==> src/rtl/jtkunio_paldma_if.sv <==
// Bus bundle for jtkunio_paldma: CPU request, ROM fetch port, palette RAM write port and status.
// The master modport is the DMA engine; the slave modport is the system side (CPU, ROM, RAM).
interface jtkunio_paldma_if #(
  parameter int AW = 9
);
  logic              LVBL;
  logic              dma_cs;
  logic [7:0]        cpu_dout;
  logic [8+AW-1:0]   rom_addr;
  logic              rom_cs;
  logic              rom_ok;
  logic [7:0]        rom_data;
  logic              pal_we;
  logic [AW-1:0]     pal_addr;
  logic [7:0]        pal_din;
  logic              busy;
  logic              dma_irq;

  modport master (
    input  LVBL, dma_cs, cpu_dout, rom_ok, rom_data,
    output rom_addr, rom_cs, pal_we, pal_addr, pal_din, busy, dma_irq
  );

  modport slave (
    output LVBL, dma_cs, cpu_dout, rom_ok, rom_data,
    input  rom_addr, rom_cs, pal_we, pal_addr, pal_din, busy, dma_irq
  );
endinterface

==> src/rtl/jtkunio_paldma.sv <==
// Palette DMA: copies 2^AW bytes from ROM page {page, idx} into palette RAM, one byte at a time.
// Optional macro JTKUNIO_PALDMA_VBLANK_EN restricts fetches to vertical blank (LVBL low).
module jtkunio_paldma #(
  parameter int AW = 9
) (
  input  logic                 rst,
  input  logic                 clk,
  jtkunio_paldma_if.master     bus
);

  typedef enum logic [2:0] {IDLE, WAIT, FETCH, WRITE, DONE} state_t;

  state_t          st, st_nxt;
  logic [7:0]      page;
  logic [AW-1:0]   idx;
  logic [7:0]      pal_din;
  logic            fetch_arm;   // high from the second FETCH cycle on
  logic            last;
  logic            wait_go;
  logic            byte_ok;

  assign last    = &idx;
  assign byte_ok = fetch_arm & bus.rom_ok;

`ifdef JTKUNIO_PALDMA_VBLANK_EN
  assign wait_go = ~bus.LVBL;
`else
  assign wait_go = 1'b1;
`endif

  always_ff @(posedge clk) begin
    if (rst) st <= IDLE;
    else     st <= st_nxt;
  end

  always_comb begin
    st_nxt = st;
    case (st)
      IDLE:    if (bus.dma_cs) st_nxt = WAIT;
      WAIT:    if (wait_go)    st_nxt = FETCH;
      FETCH:   if (byte_ok)    st_nxt = WRITE;
      WRITE:   st_nxt = last ? DONE : WAIT;
      DONE:    st_nxt = IDLE;
      default: st_nxt = IDLE;
    endcase
  end

  // A stale rom_ok left over from the previous byte is masked by fetch_arm
  always_ff @(posedge clk) begin
    if (rst) begin
      page      <= 8'd0;
      idx       <= '0;
      pal_din   <= 8'd0;
      fetch_arm <= 1'b0;
    end else begin
      fetch_arm <= (st == FETCH);
      case (st)
        IDLE: if (bus.dma_cs) begin
          page <= bus.cpu_dout;
          idx  <= '0;
        end
        FETCH: if (byte_ok) pal_din <= bus.rom_data;
        WRITE: if (!last)   idx <= idx + 1'b1;
        default: ;
      endcase
    end
  end

  assign bus.rom_addr = {page, idx};
  assign bus.rom_cs   = (st == FETCH);
  assign bus.pal_we   = (st == WRITE);
  assign bus.pal_addr = idx;
  assign bus.pal_din  = pal_din;
  assign bus.busy     = (st == WAIT) || (st == FETCH) || (st == WRITE);
  assign bus.dma_irq  = (st == DONE);

endmodule

==> src/flat_wrapper.sv <==
// flat-port wrapper written by rule: the top's interface ports become plain ports
module jtkunio_paldma_flat 
#(
  parameter int AW = 9
)
  (rst, clk, bus_LVBL, bus_dma_cs, bus_cpu_dout, bus_rom_ok, bus_rom_data, bus_rom_addr, bus_rom_cs, bus_pal_we, bus_pal_addr, bus_pal_din, bus_busy, bus_dma_irq);
  jtkunio_paldma_if #(.AW(AW)) bus_i ();
  input  logic rst;
  input  logic clk;
  input wire logic [$bits(bus_i.LVBL)-1:0] bus_LVBL;
  input wire logic [$bits(bus_i.dma_cs)-1:0] bus_dma_cs;
  input wire logic [$bits(bus_i.cpu_dout)-1:0] bus_cpu_dout;
  input wire logic [$bits(bus_i.rom_ok)-1:0] bus_rom_ok;
  input wire logic [$bits(bus_i.rom_data)-1:0] bus_rom_data;
  output wire logic [$bits(bus_i.rom_addr)-1:0] bus_rom_addr;
  output wire logic [$bits(bus_i.rom_cs)-1:0] bus_rom_cs;
  output wire logic [$bits(bus_i.pal_we)-1:0] bus_pal_we;
  output wire logic [$bits(bus_i.pal_addr)-1:0] bus_pal_addr;
  output wire logic [$bits(bus_i.pal_din)-1:0] bus_pal_din;
  output wire logic [$bits(bus_i.busy)-1:0] bus_busy;
  output wire logic [$bits(bus_i.dma_irq)-1:0] bus_dma_irq;
  assign bus_i.LVBL = bus_LVBL;
  assign bus_i.dma_cs = bus_dma_cs;
  assign bus_i.cpu_dout = bus_cpu_dout;
  assign bus_i.rom_ok = bus_rom_ok;
  assign bus_i.rom_data = bus_rom_data;
  assign bus_rom_addr = bus_i.rom_addr;
  assign bus_rom_cs = bus_i.rom_cs;
  assign bus_pal_we = bus_i.pal_we;
  assign bus_pal_addr = bus_i.pal_addr;
  assign bus_pal_din = bus_i.pal_din;
  assign bus_busy = bus_i.busy;
  assign bus_dma_irq = bus_i.dma_irq;
  jtkunio_paldma #(.AW(AW)) u_core (.rst(rst), .clk(clk), .bus(bus_i));
endmodule
==> config.mk <==
export PLATFORM = sky130hd
export DESIGN_NAME = jtkunio_paldma_flat
export DESIGN_NICKNAME = d
export VERILOG_FILES = /design/src/rtl/jtkunio_paldma_if.sv /design/src/rtl/jtkunio_paldma.sv /design/src/flat_wrapper.sv
export SDC_FILE = /design/constraint.sdc
export NUM_CORES = 1
export LEC_CHECK = 0
export ABC_AREA = 1
export BUFFER_PORTS_ARGS = -buffer_cell sky130_fd_sc_hd__buf_2
export CORE_ASPECT_RATIO = 0.7
export CORE_MARGIN = 5
export CORE_UTILIZATION = 39
export CTS_CLUSTER_SIZE = 12
export DETAILED_ROUTE_END_ITERATION = 6
export PLACE_DENSITY = 0.78
export SLEW_MARGIN = 5
export SYNTH_ARGS = -nofsm -noshare
export SYNTH_HDL_FRONTEND = slang
export SYNTH_SLANG_ARGS = --single-unit
==> constraint.sdc <==
create_clock -name clk -period 2.78 [get_ports clk]
set_input_delay 0.556 -clock clk [delete_from_list [all_inputs] [get_ports clk]]
set_output_delay 0.556 -clock clk [all_outputs]
set_load 0.005 [all_outputs]
==> impl_metrics.env, run 1 <==
export IMPL_cts_resized=0
export IMPL_hold_class="reg -> reg"
export IMPL_cts_hold_buf=0
export IMPL_max_cap_viol_count=0
export IMPL_cts_sinks=29
export IMPL_cp_slowest_cell="dfxtp_1"
export IMPL_critical_path_buf_inv_count=2
export IMPL_power_leakage_nw=0.844
export IMPL_slew_headroom_pct=78.0
export IMPL_drt_iter0_markers=65
export IMPL_slowest_delay_ns=0.41
export IMPL_netlist_area_leader_share_pct=43.9
export IMPL_wl_per_cell_um=10.9
export IMPL_ys_seq_area_share_pct=43.9
export IMPL_drt_wl_total_um=3010
export IMPL_cp_max_fo=7
export IMPL_yosys_cell_count_top_type="nor2_1"
export IMPL_fin_skew_ns=0.00305
export IMPL_drt_vias_per_instance=4.60
export IMPL_nets=250
export IMPL_postCtsSetupRepairBufs=0
export IMPL_status="finished, final reports clean"
export IMPL_p_per_area_nw_per_um2=679
export IMPL_layout_drive_gt1_share_pct=33.3
export IMPL_synth_common_cells="31 x nor2_1, 29 x dfxtp_1, 27 x nand2_1, 17 x a21oi_1, 16 x nand3_1"
export IMPL_synth_cells=176
export IMPL_die_w_um=79.6
export IMPL_worstPathArrival_ns=2.14
export IMPL_design_portCount=59
export IMPL_hold_viol=0
export IMPL_synth_edff_count=0
export IMPL_first_pass_iters=4
export IMPL_cts_buffers=5
export IMPL_synth_area_top_cells="dfxtp_1 44%, nor2_1 8.8%, nand2_1 7.7%, a21oi_1 6.4%, nand3_1 6.1%"
export IMPL_ys_ff_latch=29
export IMPL_groute_usage_overall_pct=14.7
export IMPL_rows=17
export IMPL_rsz0062_at_grt="no"
export IMPL_htree_num_levels=2
export IMPL_worst_pin_slew_ns=0.329
export IMPL_setup_violations=0
export IMPL_area_delta_synth_final_pct=28.2
export IMPL_grt_pass1_vias=1207
export IMPL_peakVddDrop_uv=371
export IMPL_cts_root_buf="clkbuf_8"
export IMPL_yosysTopAreaCell="dfxtp_1"
export IMPL_cp_cell_sequence="ha_1 > nand2_1 > nor2_1 > nand3b_1 > nor2_1 > ha_1 > inv_1 > nand2_4 > nand2_4 > nand2_1 > nand2_1 > nand2_1 > inv_1"
export IMPL_ys_types=24
export IMPL_tritoncts="done"
export IMPL_initial_utilization_pct=41.2
export IMPL_syn_avg_cell_area_um2=7.51
export IMPL_grt_pass1_wl_um=5370
export IMPL_overflow=0
export IMPL_route_detailed_drc=0
export IMPL_start_kind="register"
export IMPL_met3_length_um=311
export IMPL_utilization_pct=52.8
export IMPL_synth_async_reset_ratio_pct=0
export IMPL_critical_path_class="reg -> reg"
export IMPL_critPathCaptureType="register"
export IMPL_antenna_found_initial=0
export IMPL_grt_max_degree=17
export IMPL_routabilityCongestion=0.808
export IMPL_finalSetupTns_ns=0
export IMPL_ant_nets=0
export IMPL_fmax_ghz=0.511
export IMPL_cp_required_ns=2.96
export IMPL_cp_common_cell="nand2_1"
export IMPL_diodes=0
export IMPL_met2_length_um=1260
export IMPL_vias=1266
export IMPL_die_y_um=58.7
export IMPL_synth_area_um2=1320
export IMPL_place_hpwl_um=2210
export IMPL_die_area_um2=4670
export IMPL_io_buffers=57
export IMPL_synthFlopType="dfxtp_1"
export IMPL_ys_warn_count=0
export IMPL_cts_buffer_depth=2
export IMPL_synth_nets=199
export IMPL_dr_max_layer_used="met4"
export IMPL_drt_met1_wl_um=1410
export IMPL_cp_top_family="simple AND/OR/NAND/NOR gates"
export IMPL_period_needed_ns=1.96
export IMPL_timing_final_crit_share_pct=70.3
export IMPL_slew_viol_final=0
export IMPL_core_area_um2=3210
export IMPL_path_clk_slew_ns=0.06
export IMPL_clk_latency_ns=0.28
## per-stage QoR
stage	total power [mW]	instance area (µm²)	setup WS, ns	hold slack, ns	std cells
final	1.15	1700	0.824	0.462	275
after global routing	1.23	1700	0.578	0.488	275
after CTS	1.16	1700	0.855	0.467	275
after detailed placement	0.713	1580	0.870	0.457	267
after global placement	0.708	1580	0.927	0.451	267
after floorplan	0.639	1320	1.07	0.460	176
## final timing paths
kind | from | to | slack [ns] | cells past startpoint
worst max register to register | u_core.bus.pal_addr[0]$_SDFFE_PP0P_ | u_core.bus.pal_addr[6]$_SDFFE_PP0P_ | 0.82 | 13
worst min register to register | u_core.page[5]$_SDFFE_PP0P_ | u_core.page[5]$_SDFFE_PP0P_ | 0.46 | 2
worst min-delay path | u_core.page[5]$_SDFFE_PP0P_ | u_core.page[5]$_SDFFE_PP0P_ | 0.46 | 2
worst max-delay path | u_core.bus.pal_addr[0]$_SDFFE_PP0P_ | u_core.bus.pal_addr[6]$_SDFFE_PP0P_ | 0.82 | 13
## cell usage in the layout, fill, tap and decap left out
master / netlist / final
inv_2: 2 / 2
nand2_2: 2 / 2
bufinv_16: 0 / 1
inv_1: 11 / 11
nand3b_1: 1 / 1
nand2_4: 2 / 2
ha_1: 2 / 2
nor3_4: 1 / 1
nor2_4: 1 / 1
nor2_8: 1 / 1
o21ai_0: 12 / 12
nor2_1: 31 / 31
nand3_2: 1 / 1
nand2_1: 27 / 27
clkbuf_8: 0 / 6
inv_4: 1 / 1
a21oi_1: 17 / 17
clkbuf_1: 2 / 1
buf_2: 1 / 57
nor2_2: 1 / 1
clkinv_1: 1 / 1
nand3_1: 16 / 16
dfxtp_1: 29 / 29
nor4_1: 1 / 1
nor3_1: 3 / 3
## report_power, final
group / switching, mW / internal (mW)
registers: 0.0254 / 0.447
clock network: 0.156 / 0.292
logic: 0.148 / 0.0834
## state kept, by name, indices dropped and copies added, names as in the netlist
name / flops
u_core.bus.pal_addr: 9
u_core.bus.pal_din: 8
u_core.page: 8
u_core.st: 3
u_core.fetch_arm: 1
## cells by family (layout without fill, tap and decap cells)
logic type      after synthesis  in the layout  synth area share (%)
simple gates                 88             88                  32.2
flops                        29             29                  43.9
fa+ha+maj                     2              2                  1.89
compound gates               29             29                  11.0
buf+inv                      28             80                  11.1
## final cells by class
type	count	area, µm²
clock inverters	1	30.0
well taps	47	58.8
fillers	315	1520
flip-flops and latches	29	581
multi-input cells	119	596
clock buffers	7	86.3
inverters	15	58.8
repair buffers	57	285
## worst min-delay path: cells and delay by family, from the launching register on
kind | cells | cell delay, ns
AO/OA/AOI/OAI | 1 | 0.05
AND/OR/NAND/NOR | 1 | 0.06
flip-flops | 1 | 0.31
## routing by layer
metal	global-route usage, %	vias to the layer above
li1	-	663
met5	0	-
met3	7.19	5
met2	22.5	43
met1	18.3	555
met4	4.41	0
(Power assumes the default switching activity.)
==> run 2: changes to the inputs <==
- ABC_AREA: 1 -> 0
- clock period: 2.78 -> 1.8 ns (I/O delays scaled with it)
==> impl_metrics.env, run 2 <==
export IMPL_synth_area_um2=1320
export IMPL_power_leakage_nw=0.817
export IMPL_yosysTopAreaCell="dfxtp_1"
export IMPL_path_clk_slew_ns=0.06
export IMPL_setup_slack_ns=-0.0163
export IMPL_rsz0062_at_grt="yes"
export IMPL_vias=1315
export IMPL_critical_path_class="reg -> reg"
export IMPL_power_total_mw=1.47
export IMPL_grt_pass1_vias=1229
export IMPL_place_hpwl_um=2430
export IMPL_synth_edff_count=0
export IMPL_clk_latency_ns=0.28
export IMPL_dp_cells=250
export IMPL_yosys_cell_count_top_type="dfxtp_1"
export IMPL_failed_checks="negative setup slack"
export IMPL_p_per_area_nw_per_um2=814
export IMPL_cp_required_ns=2.02
export IMPL_reg2reg_to="u_core.bus.pal_addr[5]$_SDFFE_PP0P_"
export IMPL_worstPathArrival_ns=2.04
export IMPL_synthFlopType="dfxtp_1"
export IMPL_cp_max_fo=7
export IMPL_worst_pin_slew_ns=0.449
export IMPL_wl_per_cell_um=13.1
export IMPL_cts_hold_buf=0
export IMPL_largest_register_ffs=9
export IMPL_antenna_found_initial=0
export IMPL_max_cap_viol_count=0
export IMPL_critical_path_endpoint="u_core.bus.pal_addr[5]$_SDFFE_PP0P_"
export IMPL_cp_slowest_cell="or4_4"
export IMPL_synth_cells=158
export IMPL_hold_class="in -> reg"
export IMPL_htree_num_levels=2
export IMPL_fmax_ghz=0.551
export IMPL_cts_root_buf="clkbuf_8"
export IMPL_io_buffers=57
export IMPL_synth_nets=181
export IMPL_period_needed_ns=1.82
export IMPL_multi_input_area_um2=634
export IMPL_cts_buffer_depth=2
export IMPL_rows=17
export IMPL_slew_viol_final=0
export IMPL_routabilityCongestion=0.784
export IMPL_setup_violations=2
export IMPL_slowest_delay_ns=0.54
export IMPL_drt_iter0_markers=65
export IMPL_place_worst_setup_slack_ns=-0.0592
export IMPL_startpoint="u_core.bus.pal_addr[1]$_SDFFE_PP0P_"
export IMPL_die_y_um=58.6
export IMPL_overflow=0
export IMPL_postPlaceCellArea_um2=1670
export IMPL_ant_nets=0
export IMPL_status="complete, but fails checks"
export IMPL_synth_area_top_cells="dfxtp_1 44%, a21oi_1 9.1%, buf_4 6.3%, nand2_1 6.3%, nand3_1 5.3%"
export IMPL_r2r_slack_ns=-0.02
export IMPL_start_kind="register"
export IMPL_fin_skew_ns=0.00268
export IMPL_die_area_um2=4660
export IMPL_register_area_um2=587
export IMPL_layout_drive_gt1_share_pct=42.8
export IMPL_ys_types=31
export IMPL_syn_avg_cell_area_um2=8.33
export IMPL_fin_cells=260
export IMPL_synth_async_reset_ratio_pct=0
export IMPL_core_area_um2=3190
export IMPL_die_w_um=79.4
export IMPL_critPathCaptureType="register"
export IMPL_diodes=0
export IMPL_utilization_pct=56.7
export IMPL_grt_pass1_wl_um=5420
export IMPL_tritoncts="done"
export IMPL_grt_max_degree=26
export IMPL_area_delta_synth_final_pct=37.4
export IMPL_final_cell_mix="57 x buf_2, 26 x dfxtp_1, 23 x a21oi_1"
export IMPL_drt_wl_total_um=3410
export IMPL_cp_cell_sequence="ha_4 > nand3_2 > nor3_1 > ha_2 > nand4bb_4 > or4_4 > a21oi_2"
export IMPL_first_pass_iters=4
export IMPL_design_portCount=59
export IMPL_slew_headroom_pct=70.0
export IMPL_groute_usage_overall_pct=15.0
export IMPL_drt_vias_per_instance=5.06
export IMPL_n_fill_cell=310
export IMPL_hold_viol=0
export IMPL_cts_buffers=5
export IMPL_peakVddDrop_uv=457
export IMPL_r2r_start="u_core.bus.pal_addr[1]$_SDFFE_PP0P_"
export IMPL_final_common_cell="buf_2"
export IMPL_nets=245
export IMPL_route_detailed_drc=0
export IMPL_ys_ff_latch=29
export IMPL_timing_final_crit_share_pct=101
export IMPL_synth_common_cells="29 x dfxtp_1, 24 x a21oi_1, 22 x nand2_1, 14 x nand3_1"
export IMPL_cts_sinks=29
export IMPL_netlist_area_leader_share_pct=44.1
export IMPL_r2r_cells=7
export IMPL_final_area_um2=1810
export IMPL_ys_warn_count=0
export IMPL_initial_utilization_pct=41.3
export IMPL_ys_seq_area_share_pct=44.1
[run 2: cell types whose count changed after synthesis, sizes merged, moves of 2 or more]
cell	previous run	this run
nor2	34	5
inv	14	5
nand2	31	22
a21oi	17	24
buf	11	17
nand3	17	14
or3	0	3
a2111oi	0	2
and2	0	2
nand2b	0	2
o31ai	0	2
or4	0	2
[run 2: worst min-delay path by stage]
stage | from | slack [ns] | endpoint | cells after the start
after floorplan | u_core.page[0]$_SDFFE_PP0P_ | 0.45 | u_core.page[0]$_SDFFE_PP0P_ | 2
after global placement | u_core.page[3]$_SDFFE_PP0P_ | 0.44 | u_core.page[3]$_SDFFE_PP0P_ | 2
after detailed placement | u_core.page[7]$_SDFFE_PP0P_ | 0.45 | u_core.page[7]$_SDFFE_PP0P_ | 2
after CTS | bus_cpu_dout[5] | 0.30 | u_core.page[5]$_SDFFE_PP0P_ | 3
after global routing | bus_cpu_dout[5] | 0.30 | u_core.page[5]$_SDFFE_PP0P_ | 3
final | bus_cpu_dout[7] | 0.32 | u_core.page[7]$_SDFFE_PP0P_ | 3
[run 2: logic make-up after synthesis]
family	count (synthesis)	share of synthesized area [%]
xor gates and xnor gates	1	0.666
adders and majority gates	2	1.90
DFF	29	44.1
muxes	1	0.855
AOI/OAI and AO/OA	39	15.8
and+or+nand+nor	62	25.6
buffers and inverters	24	11.1
[run 2: worst max-delay path, delay by kind of cell (launching register included)]
family,cells,cell delay (ns)
AND/OR/NAND/NOR,4,0.95
adder cells (fa/ha/maj),2,0.35
flip-flops,1,0.33
AO/OA/AOI/OAI,1,0.12
[run 2: per-layer routing]
layer | track usage (%) | wire [µm]
met5 | 0 | 0
met4 | 8.09 | 71
met3 | 5.66 | 276
met2 | 22.6 | 1500
met1 | 18.7 | 1560
[run 2: final cells by class]
type,instances,share of cell area (%)
Sequential cell,29,32.5
Clock buffer,7,4.78
Tap cell,38,2.63
Timing Repair Buffer,76,23.9
Multi-Input combinational cell,105,35.1
Inverter,5,1.18
[run 2: per-stage QoR]
stage | hold slack, ns | setup TNS (ns)
floorplan | 0.453 | 0
global placement | 0.439 | -0.0563
detailed placement | 0.446 | -0.140
CTS | 0.305 | -0.0129
global route | 0.304 | -0.341
finish | 0.316 | -0.0185
[run 2: where the power goes]
part	leakage, nW	switching, mW	total (mW)	internal [mW]
logic	0.536	0.126	0.236	0.110
clock network	0.0443	0.237	0.539	0.302
registers	0.237	0.0253	0.697	0.672
total	0.817	0.388	1.47	1.08
[run 2: what timing repair did]
item / in CTS / in global routing
pin swaps: 1 / 6
resized for setup: 1 / 11
setup buffers: 1 / 2
endpoints found under the setup margin: 5 / 6
gates cloned: 0 / 0
==> run 3: changes to the inputs <==
- PLACE_DENSITY: 0.78 -> 0.74
==> impl_metrics.env, run 3 (synthesis gave the netlist of run 2 again) <==
export IMPL_status="finished, final reports clean"
export IMPL_hold_start="bus_cpu_dout[5]"
export IMPL_place_hpwl_um=2390
export IMPL_largest_register_ffs=9
export IMPL_cts_sinks=29
export IMPL_ant_nets=0
export IMPL_area_delta_synth_final_pct=36.9
export IMPL_power_total_mw=1.44
export IMPL_slowest_delay_ns=0.43
export IMPL_startpoint="u_core.st[1]$_SDFFE_PP0P_"
export IMPL_setup_slack_ns=0.0512
export IMPL_groute_usage_overall_pct=13.8
export IMPL_start_kind="register"
export IMPL_p_comb_share_pct=15.7
export IMPL_fin_skew_ns=0.00613
export IMPL_hold_viol=0
export IMPL_first_pass_iters=4
export IMPL_max_cap_viol_count=0
export IMPL_wl_per_cell_um=13.1
export IMPL_hold_class="in -> reg"
export IMPL_routabilityCongestion=0.767
export IMPL_vias=1287
export IMPL_reg2reg_to="u_core.bus.pal_addr[2]$_SDFFE_PP0P_"
export IMPL_die_area_um2=4660
export IMPL_slew_headroom_pct=69.3
export IMPL_io_buffers=57
export IMPL_final_cell_mix="57 x buf_2, 24 x dfxtp_1, 23 x a21oi_1"
export IMPL_drt_iter0_markers=89
export IMPL_drt_wl_total_um=3370
export IMPL_p_int_mw=1.04
export IMPL_final_common_cell="buf_2"
export IMPL_min_to="u_core.page[5]$_SDFFE_PP0P_"
export IMPL_grt_max_degree=26
export IMPL_die_w_um=79.4
export IMPL_p_switching_uw=398
export IMPL_period_needed_ns=1.75
export IMPL_diodes=0
export IMPL_rows=17
export IMPL_cp_required_ns=1.44
export IMPL_place_worst_setup_slack_ns=-0.0587
export IMPL_holdPathStages=3
export IMPL_r2r_slack_ns=0.06
export IMPL_clk_latency_ns=0.27
export IMPL_worstPathArrival_ns=1.39
export IMPL_nets=241
export IMPL_p_per_area_nw_per_um2=800
export IMPL_r2r_cells=8
export IMPL_path_clk_slew_ns=0.06
export IMPL_antenna_found_initial=0
export IMPL_clkPwrFrac_pct=35.3
export IMPL_power_leakage_nw=0.792
export IMPL_tritoncts="done"
export IMPL_die_y_um=58.6
export IMPL_cts_root_buf="clkbuf_8"
export IMPL_r2r_start="u_core.bus.pal_addr[0]$_SDFFE_PP0P_"
export IMPL_design_portCount=59
export IMPL_cp_slowest_cell="dfxtp_2"
export IMPL_setup_violations=0
export IMPL_whs_ns=0.321
export IMPL_timing_final_crit_share_pct=97.2
export IMPL_critical_path_class="reg -> out"
export IMPL_layout_drive_gt1_share_pct=43.8
export IMPL_peakVddDrop_uv=368
export IMPL_cts_buffers=5
export IMPL_initial_utilization_pct=41.3
export IMPL_overflow=0
export IMPL_power_frac_seq_pct=48.9
export IMPL_grt_pass1_vias=1110
export IMPL_grt_pass1_wl_um=5130
export IMPL_htree_num_levels=2
export IMPL_drt_vias_per_instance=5.01
export IMPL_swShare_pct=27.6
export IMPL_slew_viol_final=0
export IMPL_worst_pin_slew_ns=0.460
export IMPL_cp_cell_sequence="or3b_1 > inv_4 > buf_2"
export IMPL_core_area_um2=3190
export IMPL_cts_buffer_depth=2
export IMPL_finalSetupTns_ns=0
export IMPL_cp_max_fo=9
export IMPL_fmax_ghz=0.572
export IMPL_critPathCaptureType="output port"
export IMPL_route_detailed_drc=0
-- run 3: cell types whose count changed in the layout (fill, tap and decap cells not counted), moves of 2 or more --
cell,previous run,this run
dfxtp_2,2,5
buf_4,18,13
dfxtp_1,26,24
clkinv_2,0,2
-- run 3: stage by stage --
step                      instances  utilization, %  area, µm²
final                           257            56.5       1800
after floorplan                 158               -       1340
after global placement          246            51.3       1640
after global routing            257            56.5       1800
after CTS                       255            54.4       1740
after detailed placement        246            51.3       1640
-- run 3: worst max-delay path by stage --
| stage | to | depth (start not counted) |
|---|---|---|
| after floorplan | u_core.bus.pal_addr[5]$_SDFFE_PP0P_ | 7 |
| after global placement | u_core.bus.pal_addr[5]$_SDFFE_PP0P_ | 7 |
| after detailed placement | u_core.bus.pal_addr[7]$_SDFFE_PP0P_ | 7 |
| after CTS | u_core.bus.pal_addr[5]$_SDFFE_PP0P_ | 7 |
| after global routing | u_core.bus.pal_addr[2]$_SDFFE_PP0P_ | 8 |
| final | bus_rom_cs | 3 |
-- run 3: power groups by stage --
stage	Combinational [mW]	Sequential [mW]	Clock [mW]
2_1_floorplan	0.147	0.700	0
3_3_place_gp	0.214	0.711	0
3_5_place_dp	0.217	0.712	0
4_1_cts	0.219	0.698	0.524
5_1_grt	0.250	0.710	0.559
6_report	0.227	0.705	0.509
-- run 3: layout make-up --
cell class	count	area [µm²]
clock buffer	5	68.8
sequential	29	587
inverter	5	21.3
clock inverter	3	17.5
fill	281	1390
tap	38	47.5
timing repair buffer	71	394
multi-input combinational	106	666
-- run 3: critical path: cells and delay by family (launching register included) --
kind                   cells  cell delay [ns]
buffers and inverters      2             0.24
DFF                        1             0.43
and+or+nand+nor            1             0.43
-- run 3: timing repair --
item	CTS	global route
resized for setup	1	11
setup endpoints to repair	4	9
hold buffers	0	0
pin swaps	1	4
cloned	0	1
buffers inserted	1	1
-- run 3: routing by layer --
| layer | share of wire [%] | up-vias | track usage [%] |
|---|---|---|---|
| met4 | 0.50 | 0 | 4.41 |
| met1 | 46 | 598 | 19.1 |
| met5 | 0 | - | 0 |
| li1 | - | 661 | - |
| met3 | 4.4 | 2 | 3.36 |
| met2 | 49 | 26 | 21.3 |
